`src/rtl/jk_counter.sv`:
```
// jk_counter -- N-bit synchronous up/down counter built from JK flip-flops.
//
// Each state bit is a JK flop with asynchronous clear. A gate-level J/K
// excitation network derives per-bit J/K from the current count and the
// control inputs: load forces J=d, K=~d; counting toggles bit i when every
// lower bit is at its terminal value for the current direction.
//
// Ports:
//   clk      rising-edge clock
//   reset    asynchronous active-high clear of q and wrapped
//   en       count enable
//   load     parallel load (overrides en)
//   up       direction, 1 = increment, 0 = decrement
//   d        parallel load value
//   q        registered count
//   tc       combinational terminal count for the current direction
//   wrapped  registered one-cycle pulse after a wrap edge
//
// Configuration macro: JK_COUNTER_SAT_EN -- when defined the counter
// saturates at terminal count instead of wrapping, and wrapped stays low.

module jk_ff (
  input  logic clk,
  input  logic reset,
  input  logic j,
  input  logic k,
  output logic q
);
  always_ff @(posedge clk or posedge reset)
    if (reset) q <= 1'b0;
    else       q <= (j & ~q) | (~k & q);
endmodule

module jk_counter #(
  parameter int WIDTH = 4
) (
  input  logic             clk,
  input  logic             reset,
  input  logic             en,
  input  logic             load,
  input  logic             up,
  input  logic [WIDTH-1:0] d,
  output logic [WIDTH-1:0] q,
  output logic             tc,
  output logic             wrapped
);
  logic [WIDTH-1:0] match;  // bit sits at its terminal value for this direction
  logic [WIDTH-1:0] t;      // toggle request per bit
  logic [WIDTH-1:0] j, k;
  logic             cnt;
  logic             wrap_next;

  assign match = up ? q : ~q;
  assign tc    = &match;

`ifdef JK_COUNTER_SAT_EN
  // Freeze at terminal count; load still gets through.
  assign cnt       = en & ~load & ~tc;
  assign wrap_next = 1'b0;
`else
  assign cnt       = en & ~load;
  assign wrap_next = en & ~load & tc;
`endif

  // Toggle term is a flat AND over lower bits rather than a ripple chain,
  // so no bit of t feeds another.
  for (genvar i = 0; i < WIDTH; i++) begin : g_t
    if (i == 0) begin : g_lsb
      assign t[i] = cnt;
    end else begin : g_up
      assign t[i] = cnt & (&match[i-1:0]);
    end
  end

  assign j = load ? d  : t;
  assign k = load ? ~d : t;

  jk_ff u_ff [WIDTH-1:0] (
    .clk   (clk),
    .reset (reset),
    .j     (j),
    .k     (k),
    .q     (q)
  );

  always_ff @(posedge clk or posedge reset)
    if (reset) wrapped <= 1'b0;
    else       wrapped <= wrap_next;
endmodule

```
`config.mk`:
```
export PLATFORM = sky130hd
export DESIGN_NAME = jk_counter
export DESIGN_NICKNAME = d
export VERILOG_FILES = /design/src/rtl/jk_counter.sv
export SDC_FILE = /design/constraint.sdc
export NUM_CORES = 1
export LEC_CHECK = 0
export CORE_AREA = 8 8 45 47
export CTS_CLUSTER_DIAMETER = 60
export CTS_CLUSTER_SIZE = 30
export DETAILED_ROUTE_END_ITERATION = 16
export DIE_AREA = 0 0 53 55
export GPL_ROUTABILITY_DRIVEN = 0
export PLACE_DENSITY = 0.58
export SLEW_MARGIN = 20
export SYNTH_ARGS = -nofsm -noshare
export SYNTH_HDL_FRONTEND = slang
export SYNTH_SLANG_ARGS = --single-unit
```
`constraint.sdc`:
```
create_clock -name clk -period 4.49 [get_ports clk]
set_clock_uncertainty 0.2 [all_clocks]
set_input_delay 0.6735 -clock clk [delete_from_list [all_inputs] [get_ports clk]]
set_output_delay 0.6735 -clock clk [all_outputs]
set_load 0.03 [all_outputs]
```
======== Word level (Yosys, flattened, before mapping) ========
Cells that the tools add are included.
operators by class
  mux-type cells .......................... 3
  reduce and logical (&&, ||, !) cells .... 3
  bitwise gates (word level) .............. 28
operator list
  kind                 count
  bitwise AND 1 bit    13
  two-way mux 4 bit    3
  inverter 1 bit       9
  inverter 4 bit       2
  bitwise OR 1 bit     4
  AND reduction 4 bit  1
  AND reduction 3 bit  1
  AND reduction 2 bit  1
storage, ports and cells
  input port bits ......................... 9
  register bits after elaboration ......... 5
  logic and storage cells ................. 39

======== Longest topological paths before layout ========
Gate-level depths: netlist of the first run.
  depth after elaboration ................. 8
  gate-level depth with buffers ........... 4
  mapped depth without buffers ............ 3

======== By module ========
From an unflattened synthesis of the first run, not the netlist that was laid out.
second synthesis, totals
  cell total of the unflattened synthesis .. 43
  area, all modules ....................... 340.3 µm²
modules (own cells, without submodules)
  module      area each (µm²)  seq. area each (µm²)  cells each  instances
  jk_counter  170.2            25.0                  27          1
  jk_ff       42.5             25.0                  4           4

======== Worst setup path before layout of the first run ========
No wires, ideal clock.
  path type ............................... input-to-output
  start ................................... input up
  end ..................................... output tc
  data arrival time ....................... 1.218 ns
  data required time ...................... 3.617 ns
  cell stages on the path ................. 2
  path slack .............................. 2.399 ns
  cells stage by stage .................... nor4_1 > mux2_2
on the way
  longest elaborated chain between the ends .. 2
RTL lines
  what                 line  source
  from (decl)          41    input logic up,
  two-way mux 4 bit    53    assign match = up ? q : ~q;
  AND reduction 4 bit  54    assign tc = &match;
  to (decl)            44    output logic tc,
Every way passes these cells.

======== Worst setup path after layout of the first run ========
Ends and elaborated chain as after synthesis.

==> results of run 1 <==
-- final cells by class --
type / instances / area, µm² / share of cell area, %
Clock buffer: 4 / 26.28 / 5.330
Inverter: 2 / 7.507 / 1.523
Multi-Input combinational cell: 25 / 173.9 / 35.28
Sequential cell: 5 / 125.1 / 25.38
Tap cell: 16 / 20.02 / 4.061
Timing Repair Buffer: 14 / 140.1 / 28.43
-- cell usage after synthesis (2+ instances only) --
| library cell | n | area share, % |
|---|---|---|
| buf_4 | 4 | 8.8 |
| o21ai_0 | 2 | 2.9 |
| nand2_1 | 2 | 2.2 |
| xnor2_1 | 2 | 5.1 |
| inv_1 | 2 | 2.2 |
| nand3_1 | 2 | 2.9 |
| nor2_1 | 2 | 2.2 |
| dfrtp_1 | 5 | 37 |
| mux2i_1 | 2 | 5.9 |
-- sequential cells by signal (all words and copies together), names as in the netlist --
signal,cells
u_ff.q,4
wrapped,1
-- through the flow --
step | hold WS, ns | total power, mW | cell area, µm² | setup slack, ns
after floorplan | 0.2520 | 0.09079 | 340.3 | 2.399
after global placement | 0.4150 | 0.1071 | 466.7 | 1.264
after detailed placement | 0.4134 | 0.1076 | 466.7 | 1.233
after CTS | 0.4234 | 0.1614 | 493.0 | 1.225
after global routing | 0.4564 | 0.1709 | 493.0 | 1.132
final | 0.4172 | 0.1578 | 493.0 | 1.239
-- placed cells by master (no fill, tap or decap), drive strengths merged --
| cell type | n |
|---|---|
| a211o | 1 |
| a21boi | 1 |
| a21oi | 1 |
| and3 | 1 |
| and4 | 1 |
| clkbuf | 4 |
| clkdlybuf4s50 | 14 |
| dfrtp | 5 |
| inv | 2 |
| mux2 | 1 |
| mux2i | 2 |
| nand2 | 2 |
| nand2b | 1 |
| nand3 | 2 |
| nand4 | 1 |
| nor2 | 2 |
| nor2b | 1 |
| nor4 | 1 |
| o21ai | 2 |
| o31a | 1 |
| or4b | 1 |
| xnor2 | 2 |
| xor2 | 1 |
-- power by group through the flow --
| stage | Clock (mW) | Combinational [mW] | Sequential, mW |
|---|---|---|---|
| 4_1_cts | 0.0541 | 0.0495 | 0.0578 |
| 3_3_place_gp | 0 | 0.0487 | 0.0583 |
| 6_report | 0.0515 | 0.0486 | 0.0577 |
| 2_1_floorplan | 0 | 0.0341 | 0.0566 |
| 5_1_grt | 0.0594 | 0.0530 | 0.0585 |
| 3_5_place_dp | 0 | 0.0492 | 0.0584 |
-- layer usage --
layer | global-route usage (%) | routed length, µm | vias up
met5 | 0 | 0 | -
met4 | 6.466 | 26 | 0
met3 | 3.476 | 35 | 2
met2 | 8.789 | 378 | 10
met1 | 7.515 | 382 | 132
li1 | - | - | 153
-- worst max-delay path, cell delays in order --
cell and delay, ns:
clkdlybuf4s50_1 0.51, nor4_1 0.32, mux2_2 0.21, clkdlybuf4s50_1 0.66
-- how the worst max path moves through the flow --
stage / endpoint / slack, ns / from
after floorplan: tc / 2.40 / up
after global placement: tc / 1.26 / up
after detailed placement: tc / 1.23 / up
after CTS: tc / 1.22 / up
after global routing: tc / 1.13 / up
final: tc / 1.24 / up
-- cell families after synthesis --
kind of cell / Yosys count / synth area share [%]
flops: 5 / 36.76
simple gates: 13 / 22.43
mux: 3 / 9.191
xor+xnor: 3 / 7.722
compound gates: 6 / 11.77
buf+inv: 7 / 12.13
==> metrics, run 1 <==
share of cells above drive strength 1=10.00%; gr ovfl total=0; final core utilization=35.62%; R2R setup slack=2.71 ns; HPWL Detailed=676.2 µm; CORE AREA=1384 µm²; Clock Power Share=32.6%; Area growth, synth to finish=44.85%; cts hold-fix bufs=0; DR vias/cell=4.500; Psw=0.04938 mW; Rows=14; Combinational Power Share=30.8%; first-pass GRT wire length=1338 µm; internal power=0.1084 mW; worst skew pair latency=0.24 ns; gr usage total=6.689%; unique cell type count in the Yosys netlist=23; Worst Hold Depth=2; WHS Endpoint=wrapped; vias in the first global route=292; max-cap viol count=0; Seq pwr share=36.6%; Reg2Reg Depth=3; chip width=53 µm; Synth Cell Area=340.3 µm²; Finish-stage setup viols=0; n_diodes=0; fill count=151; non-filler instance count after layout=66; Hold Crit Start=u_ff[3].q; routed wire length=823 µm; Final Hold Vio Count=0; FF+latch count, synth=5; initial antenna violation count=0; reg2reg start=u_ff[0].q; port buffer count=14; Resize count post-CTS=0; Post-synth EDFFs=0; Max Buffers Root-to-Sink=2; Worst Path Required=3.62 ns; sequential area share after synthesis=36.76%; die height=55 µm; Avg Cell Area, Syn=9.198 µm²; WP data arrival=2.38 ns; htree depth=1; Power Density=320.1 nW/µm²; Synth async-reset ratio=100.0%; starting density of the core=24.59%; crit path max fanout=6; setup bufs post-CTS=0; minimum clock period=3.251 ns; dominant synthesized flop cell=dfrtp_1; number of routed nets with antenna violations=0; R2R Path End=u_ff[2].q; CTS clk-pin slew, worst paths=0.04 ns; root buf cell=clkbuf_4; DRC Markers=0; Pre-antenna DRT Iters=2; number of DRC markers in iteration 0=3; status=completed; routed len/inst=12.47 µm; Worst Max-Slew Pin Slew=0.3694 ns; fin. max-slew vios=0; Max Freq=307.6 MHz; placed cells=62; Hold Crit Class=reg -> reg; maximum vdd ir drop=135.4 µV; Post-Syn Instances=37; YS warnings=0; clk sinks=5; total negative slack=0 ns; P_leak=0.2073 nW; RSZ-0062 raised after global routing=no; I/O Pins=15; via count=297; Relative slew margins=75.30%; Sw Share=31.29%; crit end category=output port; CP startpoint kind=primary input; CTS buffer count=3; clock tree from TritonCTS=yes; fin crit share=72.41%; Crit Path Category=in -> out; largest net degree at the start of global routing=11; Post-Syn Nets=46; full die area=2915 µm²; # nets final=60
Power figures use the tool's default switching activity.
==> inputs of run 2 (changes only) <==
==> constraint.sdc (replaced) <==
create_clock -name clk -period 3.05 [get_ports clk]
set_clock_uncertainty 0.2 [all_clocks]
set_input_delay 0.4575 -clock clk [delete_from_list [all_inputs] [get_ports clk]]
set_output_delay 0.4575 -clock clk [all_outputs]
set_load 0.03 [all_outputs]
==> metrics, run 2 (synthesized netlist as in run 1, its figures left out) <==
crit-path most repeated cell=clkdlybuf4s50_1; root buf cell=clkbuf_4; crit path max fanout=6 (unchanged); cts hold-fix bufs=0 (unchanged); fin. max-slew vios=0 (unchanged); I/O Pins=15 (unchanged); HPWL Detailed=638.9 µm (-5.5%); most common cell after layout, fill and taps aside=clkdlybuf4s50_1; Top Family by Delay on Critical Path=buffers and inverters; Largest Register=u_ff.q; chip width=53 µm (unchanged); WP data arrival=2.19 ns (-0.19 ns); routed len/inst=12.45 µm (-0.12%); RSZ-0062 raised after global routing=no; FF/Latch Area=125.1 µm² (unchanged); WP depth=4 (unchanged); largest net degree at the start of global routing=11 (unchanged); max reg flops=4 (unchanged); max-cap viol count=0 (unchanged); DRC Markers=0 (unchanged); Resize count post-CTS=0 (unchanged); gr ovfl total=0 (unchanged); setup bufs post-CTS=0 (unchanged); Max Freq=351.2 MHz; Power Density=467.7 nW/µm² (+46%); non-filler instance count after layout=66 (unchanged); share of cells above drive strength 1=10.00% (unchanged); # nets final=60 (unchanged); n_diodes=0 (unchanged); Pre-antenna DRT Iters=2 (unchanged); vias in the first global route=300 (+2.7%); CP startpoint kind=primary input; CTS buffer count=3 (unchanged); R2R setup slack=1.25 ns (-1.46 ns); Worst Setup SP=up; worst path buffer plus inverter count=2 (unchanged); CP Cell Sequence=clkdlybuf4s50_1, nor4_1, mux2_2, clkdlybuf4s50_1; Final Hold Vio Count=0 (unchanged); Area growth, synth to finish=44.85% (unchanged); DR vias/cell=4.636 (+3.0%); fin crit share=93.34%; port buffer count=14 (unchanged); worst skew pair latency=0.23 ns (about the same); clock tree from TritonCTS=yes; Worst Path Required=2.39 ns (-1.23 ns); number of DRC markers in iteration 0=2 (-1); die height=55 µm (unchanged); initial antenna violation count=0 (unchanged); Worst Max-Slew Pin Slew=0.3786 ns (+0.009209 ns); Crit path largest cell delay=0.66 ns (about the same); reg2reg start=u_ff[0].q; P_leak=0.2073 nW (unchanged); Crit Path Category=in -> out; total negative slack=0 ns (unchanged); gr usage total=5.973% (-0.72 points); htree depth=1 (unchanged); fill count=148 (-2.0%); status=completed; CTS clk-pin slew, worst paths=0.04 ns (about the same); via count=306 (+3.0%); number of routed nets with antenna violations=0 (unchanged); placed cells=62 (unchanged); Rows=14 (unchanged); minimum clock period=2.847 ns; Reg2Reg Depth=3 (unchanged); full die area=2915 µm² (unchanged); commonest non-fill, non-tap cells in the layout=14 x clkdlybuf4s50_1, 5 x dfrtp_1, 3 x clkbuf_4; clk sinks=5 (unchanged); first-pass GRT wire length=1276 µm (-4.6%); CORE AREA=1384 µm² (unchanged); largest registers=u_ff.q (4), wrapped (1); R2R Path End=u_ff[2].q; starting density of the core=24.59% (unchanged); Relative slew margins=74.68% (-0.62 points); crit end category=output port; CP endpoint=tc; Crit-path slowest cell=clkdlybuf4s50_1; Hold Crit Class=in -> async; Max Buffers Root-to-Sink=2 (unchanged); routed wire length=822 µm (-0.12%); maximum vdd ir drop=195.3 µV (+44%); area of the multi-input gates=173.9 µm² (unchanged); Finish-stage setup viols=0 (unchanged)
## run 2: how the worst min path moves through the flow
stage	startpoint	endpoint	slack, ns	cells past startpoint
4_1_cts	reset	u_ff[2].q	0.23	2
3_3_place_gp	u_ff[3].q	wrapped	0.42	2
3_5_place_dp	u_ff[3].q	wrapped	0.41	2
5_1_grt	reset	u_ff[2].q	0.25	2
2_1_floorplan	reset	u_ff[0].q	0.04	1
6_report	reset	u_ff[2].q	0.22	2
## run 2: layer usage
layer  GRT usage, %  routed length [µm]
met3          2.406                  30
met5              0                   0
met1          6.891                 407
met2          8.984                 365
met4          3.879                  19
## run 2: per-stage QoR
stage	power [mW]	hold slack, ns	utilization, %	worst slack [ns]	area (µm²)
after floorplan	0.1337	0.03602	-	1.326	340.3
after global placement	0.1576	0.4150	33.73	0.2559	466.7
after detailed placement	0.1579	0.4147	33.73	0.2243	466.7
after CTS	0.2349	0.2254	35.62	0.2101	493.0
after global routing	0.2455	0.2456	35.62	0.1278	493.0
final	0.2306	0.2223	35.62	0.2030	493.0
## run 2: area by class of cell
type / count / share of cell area (%)
Clock buffer: 4 / 5.330
Inverter: 2 / 1.523
Multi-Input combinational cell: 25 / 35.28
Sequential cell: 5 / 25.38
Tap cell: 16 / 4.061
Timing Repair Buffer: 14 / 28.43
## run 2: worst register-to-register path: stages (launching register included)
cell and delay [ns]:
dfrtp_1 0.46, or4b_1 0.57, and3_1 0.19, o31a_1 0.26
## run 2: report_power, final
| group | switching [mW] | internal, mW |
|---|---|---|
| Clock | 0.0242 | 0.0493 |
| Combinational | 0.0349 | 0.0365 |
| Sequential | 0.0120 | 0.0737 |
==> inputs of run 3 (changes only) <==
--- a/config.mk
+++ b/config.mk
@@ -5,13 +5,16 @@
 export SDC_FILE = /design/constraint.sdc
 export NUM_CORES = 1
 export LEC_CHECK = 0
-export CORE_AREA = 8 8 45 47
+export CAP_MARGIN = 20
+export CELL_PAD_IN_SITES_DETAIL_PLACEMENT = 1
+export CELL_PAD_IN_SITES_GLOBAL_PLACEMENT = 2
+export CORE_MARGIN = 8
+export CORE_UTILIZATION = 19
 export CTS_CLUSTER_DIAMETER = 60
 export CTS_CLUSTER_SIZE = 30
 export DETAILED_ROUTE_END_ITERATION = 16
-export DIE_AREA = 0 0 53 55
 export GPL_ROUTABILITY_DRIVEN = 0
-export PLACE_DENSITY = 0.58
+export PLACE_DENSITY = 0.74
 export SLEW_MARGIN = 20
 export SYNTH_ARGS = -nofsm -noshare
 export SYNTH_HDL_FRONTEND = slang
==> constraint.sdc (replaced) <==
create_clock -name clk -period 2.4 [get_ports clk]
set_clock_uncertainty 0.2 [all_clocks]
set_input_delay 0.36 -clock clk [delete_from_list [all_inputs] [get_ports clk]]
set_output_delay 0.36 -clock clk [all_outputs]
set_load 0.03 [all_outputs]
==> metrics, run 3 (synthesized netlist as in run 1, its figures left out) <==
WP data arrival=1.62 ns (-0.57 ns); Worst Path Required=1.84 ns (-0.55 ns); Clock Power Share=33.8% (+1.9 points); Hold Crit Class=in -> async; Combinational Power Share=30.5% (-0.5 points); clock tree from TritonCTS=yes; Largest Register=u_ff.q; placed cells=72 (+16%); CTS buffer count=3 (unchanged); cts hold-fix bufs=0 (unchanged); Placement Cell Area=483.0 µm² (+3.5%); Max Buffers Root-to-Sink=2 (unchanged); DRC Markers=0 (unchanged); clk sinks=5 (unchanged); commonest non-fill, non-tap cells in the layout=13 x clkdlybuf4s50_1, 5 x dfrtp_1, 3 x clkbuf_4; Pre-antenna DRT Iters=2 (unchanged); most common cell after layout, fill and taps aside=clkdlybuf4s50_1; non-filler instance count after layout=76 (+15%); largest net degree at the start of global routing=11 (unchanged); number of DRC markers in iteration 0=2 (unchanged); Crit Path Category=in -> out; # nets final=61 (+1.7%); smallest hold slack=0.1120 ns (-0.1102 ns); Worst Max-Slew Pin Slew=0.3851 ns (+0.006507 ns); crit end category=output port; minimum clock period=2.183 ns; Relative slew margins=74.24% (-0.44 points); Crit-path slowest cell=clkdlybuf4s50_1; Resize count post-CTS=0 (unchanged); chip width=58.32 µm (+10%); total negative slack=0 ns (unchanged); P_leak=0.2141 nW (+3.2%); gr usage total=6.795% (+0.82 points); via count=323 (+5.6%); CORE AREA=1708 µm² (+23%); CP startpoint kind=primary input; R2R setup slack=0.60 ns (-0.65 ns); setup bufs post-CTS=0 (unchanged); first-pass GRT wire length=1559 µm (+22%); fill count=208 (+41%); full die area=3401 µm² (+17%); I/O Pins=15 (unchanged); max-cap viol count=0 (unchanged); htree depth=1 (unchanged); worst skew pair latency=0.25 ns (+0.02 ns); number of routed nets with antenna violations=0 (unchanged); routed len/inst=12.67 µm (+1.7%); fin. max-slew vios=0 (unchanged); die height=58.32 µm (+6.0%); Power Density=595.9 nW/µm² (+27%); routed wire length=963 µm (+17%); max reg flops=4 (unchanged); Sw Share=32.86% (+2.0 points); root buf cell=clkbuf_4; status=completed; starting density of the core=19.93% (-4.7 points); Final Hold Vio Count=0 (unchanged); DR vias/cell=4.250 (-8.3%); fin crit share=90.96%; largest registers=u_ff.q (4), wrapped (1); port buffer count=14 (unchanged); n_diodes=0 (unchanged); share of cells above drive strength 1=13.73% (+3.7 points); Rows=15 (+1); CP Cell Sequence=clkdlybuf4s50_1, nor4_1, mux2_2, buf_4; RSZ-0062 raised after global routing=no; vias in the first global route=344 (+15%); Max Freq=458.1 MHz; maximum vdd ir drop=160.3 µV (-18%); gr ovfl total=0 (unchanged); Finish-stage setup viols=0 (unchanged); final instance area=509.2 µm² (+3.3%); CTS clk-pin slew, worst paths=0.05 ns (about the same); Area growth, synth to finish=49.63%; Crit path largest cell delay=0.51 ns (-0.15 ns); crit path max fanout=6 (unchanged); Seq pwr share=35.8% (-1.4 points); internal power=0.2037 mW (+28%); Psw=0.09972 mW (+40%); initial antenna violation count=0 (unchanged)
## run 3: cell types whose count changed in the layout (fill, tap and decap cells not counted)
cell / previous run / this run
clkdlybuf4s50_1: 14 / 13
buf_4: 0 / 2
## run 3: final timing paths
| path | from | to | cells after the start |
|---|---|---|---|
| setup / recovery | up | tc | 4 |
| max in group asynchronous | reset | u_ff[0].q | 2 |
| min in group clk | u_ff[3].q | wrapped | 2 |
| hold reg to reg | u_ff[3].q | wrapped | 2 |
| hold / removal | reset | u_ff[2].q | 2 |
| setup reg to reg | u_ff[0].q | u_ff[2].q | 3 |
## run 3: power groups by stage
stage / Clock (mW) / Combinational, mW / Sequential, mW
after floorplan: 0 / 0.0639 / 0.106
after global placement: 0 / 0.0927 / 0.109
after detailed placement: 0 / 0.0933 / 0.110
after CTS: 0.107 / 0.0943 / 0.109
after global routing: 0.113 / 0.100 / 0.111
final: 0.102 / 0.0924 / 0.109
## run 3: layer usage
layer	track usage, %	routed length [µm]	up-vias
li1	-	-	155
met1	5.257	371	152
met2	10.08	462	12
met3	4.130	80	4
met4	9.441	49	0
met5	0	0	-
## run 3: area by class of cell
| cell class | count | area, µm² | area share (%) |
|---|---|---|---|
| sequential | 5 | 125.1 | 24.57 |
| timing repair buffer | 15 | 145.1 | 28.50 |
| tap | 25 | 31.28 | 6.143 |
| multi-input combinational | 25 | 173.9 | 34.15 |
| clock buffer | 4 | 26.28 | 5.160 |
| inverter | 2 | 7.507 | 1.474 |
## run 3: worst max-delay path: cells and delay by family
family	cells	cell delay, ns
buffers and inverters	2	0.67
multiplexers	1	0.24
AND/OR/NAND/NOR	1	0.36
## run 3: stage by stage
step	setup WS (ns)	power [mW]	util, %
after global placement	0.2330	0.2015	28.28
after floorplan	0.6762	0.1698	-
after detailed placement	0.1920	0.2031	28.28
after global routing	0.07675	0.3245	29.82
after CTS	0.1941	0.3096	29.82
final	0.2170	0.3035	29.82
==> RTL change: new RTL, settings of run 2 <==
Reset style: synchronous (`reset`), changed in 2 clocked blocks. Comments in the files are not updated.
--- a/src/rtl/jk_counter.sv
+++ b/src/rtl/jk_counter.sv
@@ -27,5 +27,5 @@
   output logic q
 );
-  always_ff @(posedge clk or posedge reset)
+  always_ff @(posedge clk)
     if (reset) q <= 1'b0;
     else       q <= (j & ~q) | (~k & q);
@@ -84,5 +84,5 @@
   );
 
-  always_ff @(posedge clk or posedge reset)
+  always_ff @(posedge clk)
     if (reset) wrapped <= 1'b0;
     else       wrapped <= wrap_next;
Formal check against the unedited RTL: differs if reset is asserted again (counterexample within 4 cycles, from zero or initial values and one cycle with reset high); with reset held inactive, the same outputs for 10 cycles.
==> RTL change against run 2 <==
- non-clock buffer count is 1 higher
- critical path type unchanged
- cell area shrank 2.0%
- total power fell by 7.9%
- utilization decreased by 0.72 points
- routed wire length rose by 2.6%
- hold slack improved by 0.16 ns
- sequential cell count stayed put
- register-to-register slack gained 0.25 ns
- fmax fell by 0.66%
- sequential power decreased by 10%
- area after synthesis decreased by 6.2%
- worst setup slack got worse by 0.019 ns
==> RTL change: results (changes against run 2) <==
stage,metric,value,unit,change
layout,layout-drive-gt1-share,13.7,%,+3.7 points
yosys,synth.yosys.seq_area_share,31.4,%,-5.4 points
grt,grt_first_pass_wirelength,1350,um,+6.0%
detailed_routing,wl_per_cell,12.6,um,+1.0%
yosys,async_flop_share,0,%,-100 points
clock_network,cts_htree_levels,1,,unchanged
setup_path,rr_startpoint,u_ff[0].q$_SDFF_PP0_,,
power,p_leak,0.197,nW,-4.9%
yosys,syn_inst,36,,-2.7%
setup_path,critPathArrivalTime,2.21,ns,+0.02 ns
min_path,hold_path_end,u_ff[1].q$_SDFF_PP0_,,
clock_network,worstSkewPairLatency,0.25,ns,+0.02 ns
yosys,synthTopCellsByArea,"sky130_fd_sc_hd__dfxtp_1 (31%), sky130_fd_sc_hd__buf_4 (9.4%), sky130_fd_sc_hd__xor2_1 (8.2%)",,
place,detailed_place.area,457,um2,-2.1%
place,dpl.hpwl,650,um,+1.7%
place,dp_worst_setup_slack,0.192,ns,-0.0322 ns
setup_path,reg2reg_to,u_ff[3].q$_SDFF_PP0_,,
place,placedCellCount,63,,+1.6%
clock_network,cts_root_buffer,sky130_fd_sc_hd__clkbuf_4,,
power,power.ir.vdd_worst,269,uV,+38%
run_status,run_status,"finished, final reports clean",,
setup_path,ff2ff_path_depth,4,,+1
grt,grt_usage,6.40,%,+0.42 points
grt,number_of_global_route_vias_before_repair,310,,+3.3%
detailed_routing,vias_per_cell,4.91,,+5.9%
yosys,dominantRegCellSynth,sky130_fd_sc_hd__dfxtp_1,,
yosys,synth_fp_nets,45,,-2.2%
power,p_switching,63.8,uW,-10%
sta,slew_headroom,77.5,%,+2.8 points
layout,nets,61,,+1.7%
yosys,post_synth_most_frequent_cells,"sky130_fd_sc_hd__dfxtp_1 (5), sky130_fd_sc_hd__buf_4 (4), sky130_fd_sc_hd__nor2_1 (3), sky130_fd_sc_hd__xor2_1 (3)",,
layout,top_regs,"u_ff.q (4), wrapped (1)",,
layout,antenna_cells,0,,unchanged
clock_network,cts_resized,0,,unchanged
setup_path,regToRegSetupSlack,1.50,ns,+0.25 ns
clock_network,clockBufferDepth,2,,unchanged
grt,grt_start_max_net_pins,8,,-3
detailed_routing,first_pass_iters,4,,+2
sta,hold_slack,0.378,ns,+0.155 ns
min_path,worstHoldPathType,reg2reg,,
yosys,synthDistinctLibCells,20,,-13%
detailed_routing,dr.first_iter.drc_count,6,,+4
clock_network,cts.clk_slew.worst_paths,0.05,ns,
layout,instances_no_fill,67,,+1.5%
==> RTL change: routing by layer <==
| metal | vias to the layer above | wire length, um | global-route usage [%] |
|---|---|---|---|
| li1 | 160 | - | - |
| met5 | - | 0 | 0 |
| met3 | 0 | 117 | 5.61 |
| met1 | 156 | 379 | 7.61 |
| met2 | 13 | 346 | 8.40 |
| met4 | 0 | 0 | 1.29 |
==> RTL change: critical path: stages <==
cell and delay (ns):
sky130_fd_sc_hd__clkdlybuf4s50_1 0.51, sky130_fd_sc_hd__nor4_1 0.36, sky130_fd_sc_hd__mux2_2 0.22, sky130_fd_sc_hd__clkdlybuf4s50_1 0.66
==> RTL change: area by class of cell <==
type,instances,area [um2]
clock buffers,4,26.3
flip-flops and latches,5,100
repair buffers,15,148
multi-input cells,25,181
well taps,16,20.0
fillers,142,901
inverters,2,7.51
==> RTL change: worst max path at each step <==
stage,startpoint,to,slack [ns],cells after the start
CTS,up,tc,0.18,4
global route,up,tc,0.09,4
global placement,up,tc,0.25,4
detailed placement,up,tc,0.19,4
floorplan,up,tc,1.28,2
finish,up,tc,0.18,4
==> RTL change: cells by family (layout without fill, tap and decap cells) <==
kind of cell | Yosys count | after routing | share of synthesized area, %
multiplexers | 2 | 2 | 6.67
buffers and inverters | 6 | 21 | 11.8
XOR/XNOR | 3 | 3 | 8.24
flip-flops | 5 | 5 | 31.4
AO/OA/AOI/OAI | 9 | 9 | 23.9
AND/OR/NAND/NOR | 11 | 11 | 18.0
==> RTL change: power by group through the flow <==
stage	Sequential, mW	Combinational [mW]	Clock, mW
detailed placement	0.0779	0.0567	0
global placement	0.0778	0.0565	0
finish	0.0768	0.0566	0.0790
global route	0.0776	0.0613	0.0858
CTS	0.0766	0.0570	0.0821
floorplan	0.0766	0.0338	0
